===== src/rtl/arb2_stream_pkg.sv =====
`default_nettype none
// ============================================================================
// Module      : arb2_stream_pkg
// Description : Shared types and constants for the two-source stream arbiter.
// Revision    : 1.0 - initial release
// ============================================================================
package arb2_stream_pkg;

    typedef enum logic [0:0] {
        EMPTY = 1'b0,
        FULL  = 1'b1
    } state_t;

    localparam logic SRC_A = 1'b0;
    localparam logic SRC_B = 1'b1;

    localparam int WIDTH_DEFAULT = 8;

endpackage : arb2_stream_pkg
`default_nettype wire


===== src/rtl/mux2_1.sv =====
`default_nettype none
// ============================================================================
// Module      : mux2_1
// Description : WIDTH-wide 2:1 multiplexer, i_sel=0 selects i_d0.
// Revision    : 1.0 - initial release
// ============================================================================
module mux2_1 #(
    parameter int WIDTH = 1
) (
    input  logic [WIDTH-1:0] i_d0,
    input  logic [WIDTH-1:0] i_d1,
    input  logic             i_sel,
    output logic [WIDTH-1:0] o_y
);

    assign o_y = i_sel ? i_d1 : i_d0;

endmodule : mux2_1
`default_nettype wire


===== src/rtl/arb2_stream.sv =====
`default_nettype none
// ============================================================================
// Module      : arb2_stream
// Description : Round-robin merge of two valid/ready streams into one
//               registered output stage with 1-cycle latency.
// Revision    : 1.0 - initial release
// ============================================================================
module arb2_stream
    import arb2_stream_pkg::*;
#(
    parameter int WIDTH = WIDTH_DEFAULT
) (
    input  logic             clk,
    input  logic             rst_n,
    input  logic [WIDTH-1:0] a_data,
    input  logic             a_valid,
    output logic             a_ready,
    input  logic [WIDTH-1:0] b_data,
    input  logic             b_valid,
    output logic             b_ready,
    output logic [WIDTH-1:0] y_data,
    output logic             y_valid,
    input  logic             y_ready,
    output logic             sel
);

    state_t           r_state;
    state_t           w_next_state;
    logic             r_last_sel;
    logic             r_sel;
    logic [WIDTH-1:0] r_y_data;

    logic             w_can_load;
    logic             w_grant;
    logic             w_grant_valid;
    logic             w_load;
    logic [WIDTH-1:0] w_mux_data;

    // Tie goes to the source that did not win the last accepted beat
    always_comb begin
        w_grant_valid = a_valid | b_valid;
        if (a_valid && b_valid) begin
            w_grant = ~r_last_sel;
        end else if (b_valid) begin
            w_grant = SRC_B;
        end else begin
            w_grant = SRC_A;
        end
    end

    mux2_1 #(
        .WIDTH (WIDTH)
    ) u_mux (
        .i_d0  (a_data),
        .i_d1  (b_data),
        .i_sel (w_grant),
        .o_y   (w_mux_data)
    );

    always_comb begin
        w_next_state = r_state;
        w_can_load   = 1'b0;
        w_load       = 1'b0;
        a_ready      = 1'b0;
        b_ready      = 1'b0;

        w_can_load = (r_state == EMPTY) || y_ready;
        w_load     = rst_n && w_can_load && w_grant_valid;
        a_ready    = w_load && (w_grant == SRC_A);
        b_ready    = w_load && (w_grant == SRC_B);

        case (r_state)
            EMPTY: begin
                if (w_load) begin
                    w_next_state = FULL;
                end
            end
            FULL: begin
                if (y_ready && !w_load) begin
                    w_next_state = EMPTY;
                end
            end
            default: w_next_state = EMPTY;
        endcase
    end

    always_ff @(posedge clk) begin
        if (!rst_n) begin
            r_state <= EMPTY;
        end else begin
            r_state <= w_next_state;
        end
    end

    // last_sel resets to B so that the very first tie is won by A
    always_ff @(posedge clk) begin
        if (!rst_n) begin
            r_y_data   <= '0;
            r_sel      <= SRC_A;
            r_last_sel <= SRC_B;
        end else if (w_load) begin
            r_y_data   <= w_mux_data;
            r_sel      <= w_grant;
            r_last_sel <= w_grant;
        end
    end

    assign y_data  = r_y_data;
    assign y_valid = (r_state == FULL);
    assign sel     = r_sel;

endmodule : arb2_stream
`default_nettype wire


===== config.mk =====
export PLATFORM = sky130hd
export DESIGN_NAME = arb2_stream
export DESIGN_NICKNAME = d
export VERILOG_FILES = /design/src/rtl/arb2_stream_pkg.sv /design/src/rtl/mux2_1.sv /design/src/rtl/arb2_stream.sv
export SDC_FILE = /design/constraint.sdc
export NUM_CORES = 1
export LEC_CHECK = 0
export CORE_ASPECT_RATIO = 0.75
export CORE_MARGIN = 2
export CORE_UTILIZATION = 32
export CTS_CLUSTER_SIZE = 40
export DETAILED_ROUTE_END_ITERATION = 10
export PLACE_DENSITY_LB_ADDON = 0.2
export SYNTH_ARGS = -nofsm -noshare
export SYNTH_HDL_FRONTEND = slang
export SYNTH_SLANG_ARGS = --single-unit
export TNS_END_PERCENT = 1

===== constraint.sdc =====
create_clock -name clk -period 1 [get_ports clk]
set_clock_uncertainty 0.05 [all_clocks]
set_input_delay 0.1 -clock clk [delete_from_list [all_inputs] [get_ports clk]]
set_output_delay 0.1 -clock clk [all_outputs]
set_load 0.005 [all_outputs]

After elaboration in Yosys (flattened, before gate mapping)
Cells that the tools add are included.

storage, ports and cells
  bits in registers = 11
  bits in latches = 0
  RAM bits = 0
  memory bits (read-only) = 0
  bits of input ports = 21
  output and inout bits = 12
  word-level logic and storage cells = 22
  memories kept = 0

operators by class
  add/sub/neg operators = 0
  multiply operators = 0
  divide/modulo/power cells = 0
  magnitude comparators = 0
  eq/ne operators = 0
  shift-type cells = 0
  muxes and demuxes = 6
  bitwise gates (word level) = 4
  reductions and logical operators = 8

operator list
  kind                 number
  $mux W8              1
  $logic_and A1 B1 Y1  6
  $mux W1              4
  $not A1 Y1           3
  $pmux W1 S2          1
  $logic_not A1 Y1     1
  $logic_or A1 B1 Y1   1
  $or A1 B1 Y1         1

Depth between registers and ports, before layout
Gate-level depths: netlist (run 1).

  depth after elaboration = 8
  gate-level depth with buffers = 4
  mapped depth without buffers = 3

Cells and area by module
From an unflattened synthesis (run 1), not the netlist that was laid out.

unflattened totals
  cells, all modules = 56
  area total of the unflattened synthesis = 598.1 µm²

modules (own cells, without submodules)
  module       instances  cells an instance  area each (µm²)  sequential area each (µm²)
  arb2_stream  1          47                 466.7            220.2
  mux2_1       1          9                  131.4            0.0

Worst setup path before layout (run 1)
No wires, ideal clock.

  kind = reg2reg
  start point = reg r_last_sel
  end point = reg r_y_data[0], in the netlist y_data[0]
  library setup time = 0.091 ns
  arrival time = 0.865 ns
  required time = 0.859 ns
  path slack = -0.006 ns
  stages on the path, launching flop included = 5
  path buffers = 1
  clock period less this slack = 1.006 ns
  cells stage by stage = dfxtp_1 -> a21bo_1 -> buf_4 -> nand2_1 -> a311oi_1

on the way
  word-level cells in the longest chain between the ends = 3

ends and longest elaborated chain
  what                    line                RTL
  from (decl)             arb2_stream.sv:29   logic r_last_sel;
  from (signal assigned)  arb2_stream.sv:104  r_last_sel <= w_grant;
  $not A1 Y1              arb2_stream.sv:43   w_grant = ~r_last_sel;
  $mux W1                 arb2_stream.sv:42   if (a_valid && b_valid) begin
  $mux W8                 mux2_1.sv:16        assign o_y = i_sel ? i_d1 : i_d0;
  to (signal assigned)    arb2_stream.sv:102  r_y_data <= w_mux_data;
  to (decl)               arb2_stream.sv:31   logic [WIDTH-1:0] r_y_data;

No other way between the ends.
A chain may end at the register's enable or synchronous reset.

Worst setup path after layout (run 1)
  start point = reg r_state, in the netlist y_valid
  end point = reg r_y_data[4], in the netlist y_data[4]

on the way
  word-level cells in the longest chain between the ends = 4

ends and longest elaborated chain
  what                              line               RTL
  from (decl)                       arb2_stream.sv:27  state_t r_state;
  from (signal assigned)            arb2_stream.sv:91  r_state <= w_next_state;
  $not A1 Y1                        -
  $logic_or A1 B1 Y1                arb2_stream.sv:67  w_can_load = (r_state == EMPTY) || y_ready;
  $logic_and A1 B1 Y1 (2 in a row)  arb2_stream.sv:68  w_load = rst_n && w_can_load && w_grant_valid;

No other way between the ends.

==> flow_metrics.tcl, run 1 <==
set metrics [dict create \
    crit_path_start_kind "flop" \
    power_switching_share 0.293 \
    hold_path_startpoint "rst_n" \
    synthFlopType "dfxtp_1" \
    p_int_mw 0.857 \
    antenna_found_initial 0 \
    grt_util_all_layers 0.212 \
    endpoint_kind "flop" \
    avgSynthCellArea_sq_um 8.53 \
    async_flop_share 0 \
    yosysTopAreaCell "dfxtp_1" \
    arrival_ns 1.38 \
    grt_overflow_total 0 \
    clk_pin_slew_ns 0.07 \
    p_clk_frac 0.271 \
    ios 33 \
    start_util 0.358 \
    synth_top_cell_area_share 0.397 \
    path_max_fanout 9 \
    cts-root-buf "clkbuf_4" \
    nFillCells 128 \
    hold_viol 0 \
    port_buffers 32 \
    cts_tree "built" \
    ant_nets 0 \
    cts_buffer_depth 2 \
    place_hpwl_um 1320 \
    routed_wl_um 2020 \
    ys_ff_latch 11 \
    drtIter0Drc 9 \
    layout_setup_ws_ns -0.234 \
    p_leak_nw 0.462 \
    yosys.area_share.simple 0.205 \
    p_comb_frac 0.316 \
    synth-adder-area-share 0 \
    maxSlewHeadroom 0.810 \
    drive_above_1_share 0.393 \
    setup_viol 14 \
    max_cap_violations 0 \
    syn-cell-area_sq_um 554 \
    nets 134 \
    outcome "finished, violations left" \
    grt_max_degree 10 \
    grt_setup_unrepaired "yes" \
    synth_mux_area_frac 0 \
    p_seq_frac 0.413 \
    first_global_vias 699 \
    cts_buffers 3 \
    drcViolationCount 0 \
    tightest_slew_ns 0.284 \
    ys_types 22 \
    insertion_delay_ns 0.28 \
    power.density_nw_per_um2 1120 \
    r2r_start "y_valid$_SDFF_PN0_" \
    gp_congestion 0.747 \
    whs_ns 0.326 \
    synthXorXnorAreaFrac 0 \
    synthCells 65 \
    synth_common_cells "16 x nand2_1, 11 x dfxtp_1, 8 x a311oi_1, 8 x a31oi_1, 3 x inv_1" \
    synth_area_leaders "dfxtp_1 40%, a311oi_1 13%, nand2_1 11%" \
    layout-area-overhead-vs-synth_pct 95.5 \
    synth_top_family_by_area "compound AO/OA/AOI/OAI gates" \
    dr_total_vias 694 \
    vdd_drop_max_v 0.000719 \
    synth_edf_count 0 \
    pre_cts_ws_ns -0.728 \
    rows 12 \
    max_freq_mhz 811 \
    synth-compound-area-share 0.314 \
    dieHeight_um 40.0 \
    h-tree-depth 1 \
    coreArea_sq_um 1550 \
    yosys_warnings 0 \
    via_per_inst 5.22 \
    cts_sinks 11 \
    antenna_cells 0 \
    slew_violations 0 \
    finalCritPeriodShare 1.23 \
    dieArea_sq_um 2080 \
    crit_type "reg2reg" \
    min_period_ns 1.23 \
    ys_seq_area_frac 0.397 \
    yosysMostFrequentCell "nand2_1" \
    violations "setup timing" \
    switching_power_mw 0.355 \
    grt_first_pass_wirelength_um 2980 \
    hold_path.class "in2reg" \
    synth_nets 86 \
    dr.pass1.iters 4 \
    power_mw 1.21 \
    cp.required_ns 1.15 \
    die_x_um 52.1 \
    crit_start "y_valid$_SDFF_PN0_" \
    wl_per_cell_um 15.2 \
]
## cell families after synthesis
logic type      after synthesis
simple gates                 24
compound gates               22
flops                        11
buf+inv                       8
## final timing paths
| kind | cells past startpoint | slack, ns | endpoint |
|---|---|---|---|
| worst min register to register | 2 | 0.45 | sel$_SDFFE_PN0P_ |
| worst max register to register | 5 | -0.23 | y_data[4]$_SDFFE_PN0P_ |
| worst min-delay path | 3 | 0.33 | r_last_sel$_SDFFE_PN1P_ |
| worst max-delay path | 5 | -0.23 | y_data[4]$_SDFFE_PN0P_ |
## per-layer routing
metal,up-vias,global-route usage,wire length (um)
li1,338,-,-
met2,34,0.377,945
met4,0,0.171,63
met1,316,0.220,848
met3,6,0.0560,160
met5,-,0,0
## stage by stage
step | utilization | area, sq um | std cells | setup TNS, ns
after detailed placement | 0.633 | 980 | 128 | -7.49
final | 0.701 | 1080 | 133 | -2.48
after global placement | 0.633 | 980 | 128 | -7.37
after floorplan | - | 556 | 65 | -0.0438
after CTS | 0.683 | 1060 | 133 | -2.52
after global routing | 0.701 | 1080 | 133 | -3.19
## area by class of cell
type / instances / area [sq um] / share of cell area
inverter: 3 / 11.3 / 0.0104
sequential: 11 / 234 / 0.216
clock buffer: 4 / 26.3 / 0.0242
multi-input combinational: 46 / 344 / 0.318
timing repair buffer: 48 / 442 / 0.408
tap: 21 / 26.3 / 0.0242
## registers in the layout, indices dropped and copies added (netlist names)
signal and flops:
r_last_sel 1, sel 1, y_data 8, y_valid 1
## power groups by stage
stage	Clock (mW)	Sequential, mW	Combinational (mW)
after CTS	0.338	0.498	0.362
after floorplan	0	0.506	0.130
after detailed placement	0	0.504	0.350
after global routing	0.352	0.505	0.409
after global placement	0	0.503	0.346
final	0.329	0.501	0.382
## cell usage in the layout (no fill, tap or decap), drive strengths merged
master,netlist,routed
nor3,1,1
nand2,16,16
dfxtp,11,11
or2,1,1
o211ai,1,1
nand4,1,1
nor2,2,2
inv,3,3
a21boi,1,1
o31ai,1,1
a311oi,8,8
clkbuf,2,5
dlygate4sd2,0,6
clkdlybuf4s15,0,7
a21oi,2,2
clkdlybuf4s50,0,16
nor2b,1,1
nand3,1,1
a31oi,8,8
nand2b,1,1
buf,3,18
a21bo,1,1
## critical path: stages, from the launching register on
cell and delay (ns):
dfxtp_4 0.37, buf_6 0.09, nor2b_4 0.19, nor3_4 0.07
buf_12 0.15, a311oi_2 0.23
## timing repair
| action | CTS | global route |
|---|---|---|
| hold buffers | 0 | 0 |
| buffers inserted | 2 | 0 |
| cloned | 0 | 0 |
| pin swaps | 7 | 3 |
| endpoints found under the setup margin | 23 | 18 |
| gates resized for setup | 41 | 14 |
Note: power is estimated with default switching activity, not from simulation.
==> run 2: changes to the inputs <==
--- a/config.mk
+++ b/config.mk
@@ -11,6 +11,7 @@
 export CTS_CLUSTER_SIZE = 40
 export DETAILED_ROUTE_END_ITERATION = 10
 export PLACE_DENSITY_LB_ADDON = 0.2
+export SLEW_MARGIN = 20
 export SYNTH_ARGS = -nofsm -noshare
 export SYNTH_HDL_FRONTEND = slang
 export SYNTH_SLANG_ARGS = --single-unit
==> results of run 2 <==
Same layout as run 1: the final DEF is identical, and so are final timing and power.
==> run 3: changes to the inputs <==
--- a/config.mk
+++ b/config.mk
@@ -5,9 +5,8 @@
 export SDC_FILE = /design/constraint.sdc
 export NUM_CORES = 1
 export LEC_CHECK = 0
-export CORE_ASPECT_RATIO = 0.75
 export CORE_MARGIN = 2
-export CORE_UTILIZATION = 32
+export CORE_UTILIZATION = 38
 export CTS_CLUSTER_SIZE = 40
 export DETAILED_ROUTE_END_ITERATION = 10
 export PLACE_DENSITY_LB_ADDON = 0.2
==> constraint.sdc (replaced) <==
create_clock -name clk -period 1.53 [get_ports clk]
set_clock_uncertainty 0.05 [all_clocks]
set_input_delay 0.153 -clock clk [delete_from_list [all_inputs] [get_ports clk]]
set_output_delay 0.153 -clock clk [all_outputs]
set_load 0.005 [all_outputs]
==> flow_metrics.tcl, run 3 (synthesis gave the netlist of run 1 again) <==
set metrics [dict create \
    antenna_cells 0 \
    max_freq_mhz 711 \
    nets 137 \
    path_max_fanout 3 \
    port_buffers 32 \
    layout-area-overhead-vs-synth_pct 88.9 \
    final_common_cell "clkdlybuf4s50_1" \
    postPlaceCellArea_sq_um 983 \
    endpoint_kind "output port" \
    cp_slowest_cell "dfxtp_4" \
    whs_ns 0.396 \
    coreArea_sq_um 1330 \
    outcome "completed" \
    crit_start "r_last_sel$_SDFFE_PN1P_" \
    grt_first_pass_wirelength_um 3070 \
    rr_endpoint "y_data[7]$_SDFFE_PN0P_" \
    start_util 0.416 \
    path_delay_family "buffers and inverters" \
    place_hpwl_um 1350 \
    grt_overflow_total 0 \
    rows 13 \
    via_per_inst 5.35 \
    final_cell_mix "26 x clkdlybuf4s50_1, 18 x buf_4, 16 x nand2_1" \
    cp.required_ns 1.33 \
    crit_path_frequent_cell "buf_4" \
    clk_pin_slew_ns 0.07 \
    r2r_slack_ns 0.18 \
    cts-root-buf "clkbuf_4" \
    hold_viol 0 \
    grt_max_degree 11 \
    ios 33 \
    p_leak_nw 0.472 \
    hold_path.class "in2reg" \
    power.density_nw_per_um2 740 \
    fin_cells 130 \
    hold_path_startpoint "b_data[3]" \
    drive_above_1_share 0.235 \
    routed_wl_um 1890 \
    cts_buffer_depth 2 \
    cts_hold_buf 0 \
    drcViolationCount 0 \
    arrival_ns 1.20 \
    crit_chain "a21boi_4, buf_4, buf_4, nor2_1, clkbuf_2" \
    gp_congestion 0.812 \
    min_period_ns 1.41 \
    dp.cells 122 \
    cts_sinks 11 \
    rr_worst_depth 4 \
    insertion_delay_ns 0.28 \
    power_mw 0.775 \
    critical_path_depth 5 \
    maxSlewHeadroom 0.781 \
    crit_path_max_incr_delay_ns 0.37 \
    drtIter0Drc 9 \
    setup_viol 0 \
    h-tree-depth 1 \
    crit_type "reg2out" \
    finalCritPeriodShare 0.920 \
    dr_total_vias 696 \
    critPathCapture "a_ready" \
    cts_buffers 3 \
    vdd_drop_max_v 0.000628 \
    grt_setup_unrepaired "no" \
    grt_util_all_layers 0.231 \
    wl_per_cell_um 14.5 \
    path_buf_inv 3 \
    antenna_found_initial 0 \
    utilization 0.785 \
    dieArea_sq_um 1780 \
    slew_violations 0 \
    dieHeight_um 42.2 \
    hold_path_depth 3 \
    die_x_um 42.2 \
    r2r_start "y_valid$_SDFF_PN0_" \
    dr.pass1.iters 4 \
    max_cap_violations 0 \
    fin_area_sq_um 1050 \
    largest_register_ffs 8 \
    cts_tree "built" \
    first_global_vias 684 \
    crit_path_start_kind "flop" \
    tightest_slew_ns 0.325 \
    ant_nets 0 \
]
## run 3: metal layers
layer,GRT usage,vias to the layer above,part of all wire
li1,-,341,-
met1,0.255,322,0.38
met2,0.415,29,0.55
met3,0.0302,4,0.044
met4,0.131,0,0.022
met5,0,-,0
## run 3: worst min-delay path by stage
stage                        endpoint  slack, ns
2_1_floorplan  y_data[5]$_SDFFE_PN0P_       0.26
3_3_place_gp         sel$_SDFFE_PN0P_       0.41
3_5_place_dp         sel$_SDFFE_PN0P_       0.41
4_1_cts        y_data[0]$_SDFFE_PN0P_       0.40
5_1_grt        y_data[3]$_SDFFE_PN0P_       0.40
6_report       y_data[3]$_SDFFE_PN0P_       0.40
## run 3: where the power goes
| group | leakage, nW | total, mW | internal (mW) | switching [mW] |
|---|---|---|---|---|
| clock | 0.0150 | 0.208 | 0.101 | 0.107 |
| sequential | 0.0911 | 0.324 | 0.309 | 0.0148 |
| combinational | 0.366 | 0.243 | 0.151 | 0.0912 |
## run 3: worst reg2reg max path: stages (launching register included)
cell      delay (ns)
dfxtp_1         0.40
nor2b_1         0.33
nor3_4          0.06
buf_4           0.16
a311oi_1        0.25
## run 3: repair_timing
action / 4_1_cts / 5_1_grt
pin swaps: 2 / 2
setup endpoints to repair: 2 / 1
gates resized for setup: 6 / 5
buffers inserted: 1 / 3
## run 3: area by class of cell
| cell class | count | area [sq um] |
|---|---|---|
| fillers | 107 | 287 |
| repair buffers | 51 | 472 |
| clock buffers | 4 | 26.3 |
| inverters | 3 | 11.3 |
| multi-input cells | 46 | 295 |
| well taps | 15 | 18.8 |
| flip-flops and latches | 11 | 224 |
## run 3: through the flow
stage,setup WS (ns),setup TNS (ns)
6_report,0.123,0
5_1_grt,0.0843,0
4_1_cts,-0.146,-0.146
3_5_place_dp,-0.316,-1.49
3_3_place_gp,-0.291,-1.16
2_1_floorplan,0.524,0
